File: config.mk
export PLATFORM = sky130hd
export DESIGN_NAME = uart_tx
export DESIGN_NICKNAME = d
export VERILOG_FILES = /design/src/rtl/uart_pkg.sv /design/src/rtl/uart_tx.sv
export SDC_FILE = /design/constraint.sdc
export NUM_CORES = 1
export LEC_CHECK = 0
export BUFFER_PORTS_ARGS = -buffer_cell sky130_fd_sc_hd__buf_2
export CORE_MARGIN = 8
export CORE_UTILIZATION = 60
export CTS_CLUSTER_SIZE = 25
export DETAILED_ROUTE_END_ITERATION = 10
export PLACE_DENSITY_LB_ADDON = 0.12
export SLEW_MARGIN = 0
export SYNTH_ARGS = -nofsm -noshare
export SYNTH_HDL_FRONTEND = slang
export SYNTH_SLANG_ARGS = --single-unit
File: constraint.sdc
create_clock -name clk -period 2.6 [get_ports clk]
set_clock_uncertainty 0.2 [all_clocks]
set_input_delay 0.65 -clock clk [delete_from_list [all_inputs] [get_ports clk]]
set_output_delay 0.65 -clock clk [all_outputs]
set_load 0.05 [all_outputs]
File: src/rtl/uart_pkg.sv
// Shared UART definitions: FSM state encoding and frame constants,
// used by both the transmitter and the receiver.
package uart_pkg;

    typedef enum logic [2:0] {
        IDLE  = 3'd0,
        START = 3'd1,
        DATA  = 3'd2,
        STOP  = 3'd3
    } uart_state_t;

    localparam int unsigned DATA_BITS  = 8;
    localparam logic        IDLE_LEVEL = 1'b1;

endpackage

File: src/rtl/uart_tx.sv
// 8N1/8N2 serial transmitter paced by the shared baud_tick, with a one-entry
// holding register so the next byte can be queued during a frame.
module uart_tx
    import uart_pkg::*;
#(
    parameter int unsigned STOP_BITS = 1,
    parameter int unsigned DIVIDER   = 10
) (
    input  logic       clk,
    input  logic       rst_n,
    input  logic       baud_tick,
    input  logic [7:0] tx_data,
    input  logic       tx_valid,
    output logic       tx_ready,
    output logic       tx_out,
    output logic       tx_busy,
    output logic       tx_done
);

    localparam logic       STOP_LAST = 1'(STOP_BITS - 1);
    localparam logic [2:0] BIT_LAST  = 3'(DATA_BITS - 1);

    uart_state_t state;
    logic [7:0]  hold_reg;
    logic        hold_full;
    logic [7:0]  shift_reg;
    logic [2:0]  bit_cnt;
    logic        stop_cnt;
    logic        frame_end;
    logic        load;

    assign tx_ready  = ~hold_full;
    assign tx_busy   = (state != IDLE);
    assign frame_end = baud_tick && (state == STOP) && (stop_cnt == STOP_LAST);
    // A queued byte starts either from IDLE or straight out of the last stop bit.
    assign load      = hold_full && ((baud_tick && (state == IDLE)) || frame_end);

    always_ff @(posedge clk or negedge rst_n) begin
        if (!rst_n) begin
            hold_reg  <= '0;
            hold_full <= 1'b0;
        end else if (tx_valid && !hold_full) begin
            hold_reg  <= tx_data;
            hold_full <= 1'b1;
        end else if (load) begin
            hold_full <= 1'b0;
        end
    end

    always_ff @(posedge clk or negedge rst_n) begin
        if (!rst_n) begin
            state     <= IDLE;
            shift_reg <= '0;
            bit_cnt   <= '0;
            stop_cnt  <= 1'b0;
            tx_out    <= IDLE_LEVEL;
            tx_done   <= 1'b0;
        end else begin
            tx_done <= frame_end;
            if (baud_tick) begin
                case (state)
                    IDLE: begin
                        tx_out <= IDLE_LEVEL;
                        if (load) begin
                            shift_reg <= hold_reg;
                            tx_out    <= ~IDLE_LEVEL;
                            state     <= START;
                        end
                    end
                    START: begin
                        tx_out  <= shift_reg[0];
                        bit_cnt <= '0;
                        state   <= DATA;
                    end
                    DATA: begin
                        if (bit_cnt != BIT_LAST) begin
                            shift_reg <= {1'b0, shift_reg[7:1]};
                            tx_out    <= shift_reg[1];
                            bit_cnt   <= bit_cnt + 3'd1;
                        end else begin
                            tx_out   <= IDLE_LEVEL;
                            stop_cnt <= 1'b0;
                            state    <= STOP;
                        end
                    end
                    STOP: begin
                        if (stop_cnt != STOP_LAST) begin
                            stop_cnt <= stop_cnt + 1'b1;
                        end else if (load) begin
                            shift_reg <= hold_reg;
                            tx_out    <= ~IDLE_LEVEL;
                            state     <= START;
                        end else begin
                            state <= IDLE;
                        end
                    end
                    default: begin
                        tx_out <= IDLE_LEVEL;
                        state  <= IDLE;
                    end
                endcase
            end
        end
    end

    // Clocks since the last baud_tick, saturating at DIVIDER.
    int unsigned tick_gap;

    always_ff @(posedge clk or negedge rst_n) begin
        if (!rst_n) begin
            tick_gap <= DIVIDER;
        end else if (baud_tick) begin
            tick_gap <= 1;
        end else if (tick_gap < DIVIDER) begin
            tick_gap <= tick_gap + 1;
        end
    end

    a_tick_single: assert property (@(posedge clk) disable iff (!rst_n)
        baud_tick |=> !baud_tick);
    a_tick_spacing: assert property (@(posedge clk) disable iff (!rst_n)
        baud_tick |-> tick_gap >= DIVIDER);

endmodule
==> flow_summary.yaml <==
timing:
  fmax_mhz: 428
  maxSlewViolCount: 0
  tns_ns: 0
  period_needed_ns: 2.34
  slew_headroom: 0.647
  timing.final.crit_share: 0.899
  finalSetupViolations: 0
  worstMarginPinSlew_ns: 0.530
  rsz0062_at_grt: "false"
  hold_viol_final: 0
power_and_ir_drop:
  leakagePower_nw: 0.634
  power_switching_mw: 0.680
  pwr-share-comb: 0.477
  power_frac_seq: 0.403
  p_per_area_nw_per_um2: 1180
  vdd_drop_max_mv: 0.885
  intPower_mw: 0.972
  switching_share: 0.412
  clockPowerShare: 0.121
run_status:
  outcome: "complete, no violations"
logic_synthesis:
  syn_avg_cell_area_um2: 10.8
  synth_top_area_share: 0.448
  ys_warn_count: 0
  ys_seq_area_frac: 0.469
  synth_top_area_cell: "dfrtp_1"
  netlist_instances: 119
  netlist_top_cells_area: "dfrtp_1, mux2_2, ha_1"
  syn_area_um2: 1280
  synth-seq-cells: 24
  syn-num-nets: 138
  synth_cell_types: 29
critical_path:
  worstPathRequired_ns: 1.75
  ff2ff_setup_slack_ns: 0.46
  criticalPathCategory: "register to primary output"
  critPathMaxFanout: 5
  cp.arrival_ns: 1.49
  endpoint_kind: "primary output"
  start_kind: "register"
clock_tree:
  cts_root_buf: "clkbuf_4"
  clockBufferDepth: 2
  cts_tree: "yes"
  cts_sinks: 24
  clk_pin_slew_ns: 0.13
  post_cts_buffers: 0
  clk_latency_ns: 0.32
  holdBufCountCts: 0
  cts_buffers: 3
  cts_resized: 0
  htreeDepth: 1
detailed_routing:
  wl_mm: 2.49
  drcViolationCount: 0
  first_pass_iters: 4
  detail_route.wl_per_cell_um: 15.6
  viasPerCell: 5.88
  drt-initial-drc-count: 19
  vias: 940
  ant_nets: 0
die:
  core_um2: 1980
  start_util: 0.648
  die_area_um2: 3880
  io_pins: 16
  die_w_um: 62.3
  die_y_um: 62.3
  std_cell_rows: 16
hold_path:
  hold_path.class: "primary input to async pin"
global_route:
  use_met3: 0.0358
  grt_pass1_vias: 1012
  globalRouteOverflowTotal: 0
  track_usage: 0.140
  grt_max_degree: 25
  grt-busiest-layer: "met2"
  met1_usage: 0.167
  antenna_found_initial: 0
  grt_use_met2: 0.229
  grt_pass1_wl_mm: 4.51
layout:
  final_cell_mix: "dfrtp_1, buf_2, nor2_1, inv_1, mux2_2"
  finalNonFillerCells: 160
  finalNetCount: 153
  fill_cells: 140
  final_common_cell: "dfrtp_1"
  diodes: 0
  drive_gt1_frac: 0.256
  area_growth_syn_to_layout_pct: 8.67
placed_design:
  gp_congestion: 0.841
  numPortBuffers: 15
  dpl.cell_count: 156
  dp_hpwl_mm: 1.83
job:
  cap_violations: 0
## path summary, 6_finish.rpt
kind                                   from  cells past startpoint           end
worst max-delay path               state[0]                      4       tx_busy
worst min register to register  hold_reg[3]                      1  shift_reg[3]
min in group clk                hold_reg[3]                      1  shift_reg[3]
worst min-delay path                  rst_n                      1    bit_cnt[2]
worst max register to register     state[0]                      5  shift_reg[6]
max in group asynchronous             rst_n                      1        tx_out
## synth_stat cells
library cell,instances
o21a_1,1
inv_1,13
and2_1,1
o211ai_4,1
a41oi_1,1
and2b_2,1
o31a_1,7
o21ai_0,6
a22o_1,1
buf_2,4
nand4bb_1,2
dfstp_2,1
nand2_1,6
mux2_2,9
ha_1,7
nor4_1,1
clkbuf_8,1
buf_4,1
nor2_1,14
a221oi_1,7
o221ai_1,1
nor2b_1,1
a2111oi_0,1
o21ai_2,1
a21oi_1,3
a22oi_1,2
nand3b_1,1
a2bb2oi_2,1
dfrtp_1,23
## power groups by stage
stage          registers [mW]  logic (mW)  clock network (mW)
2_1_floorplan           0.684       0.607                   0
3_3_place_gp            0.661       0.758                   0
3_5_place_dp            0.675       0.791                   0
4_1_cts                 0.666       0.795               0.203
5_1_grt                 0.689       0.882               0.221
6_report                0.665       0.787               0.199
## kinds of logic (layout without fill, tap and decap cells)
logic type | after synthesis | count (layout) | share of synthesized area
compound gates | 33 | 33 | 0.211
buf+inv | 19 | 33 | 0.0702
fa+ha+maj | 7 | 7 | 0.0682
mux | 9 | 9 | 0.0789
simple gates | 27 | 27 | 0.103
flops | 24 | 24 | 0.469
## metrics by stage
step	power [mW]	utilization	cell area (µm²)	setup slack [ns]	hold WS, ns
floorplan	1.29	-	1280	0.563	0.154
global placement	1.42	0.686	1360	0.479	0.281
detailed placement	1.47	0.686	1360	0.433	0.287
CTS	1.66	0.704	1400	0.251	0.106
global route	1.79	0.704	1400	0.180	0.121
finish	1.65	0.704	1400	0.263	0.0851
## routing by layer
metal / vias to the layer above / wire [µm] / share of wire
li1: 454 / - / -
met1: 453 / 1130 / 0.45
met2: 26 / 1200 / 0.48
met3: 7 / 123 / 0.049
met4: 0 / 42 / 0.017
met5: - / 0 / 0
## final cells by class
cell class,instances,area [µm²],share of cell area
timing repair buffer,16,82.6,0.0592
multi-input combinational,76,592,0.424
sequential,24,602,0.431
clock buffer,4,36.3,0.0260
tap,27,33.8,0.0242
inverter,13,48.8,0.0350
## worst max-delay path, cell delays in order, from the launching register on
cell and delay [ns]:
dfrtp_1 0.42, inv_1 0.09, ha_1 0.29, inv_1 0.10, buf_2 0.26
No activity file was read; power rests on OpenSTA's default activity.
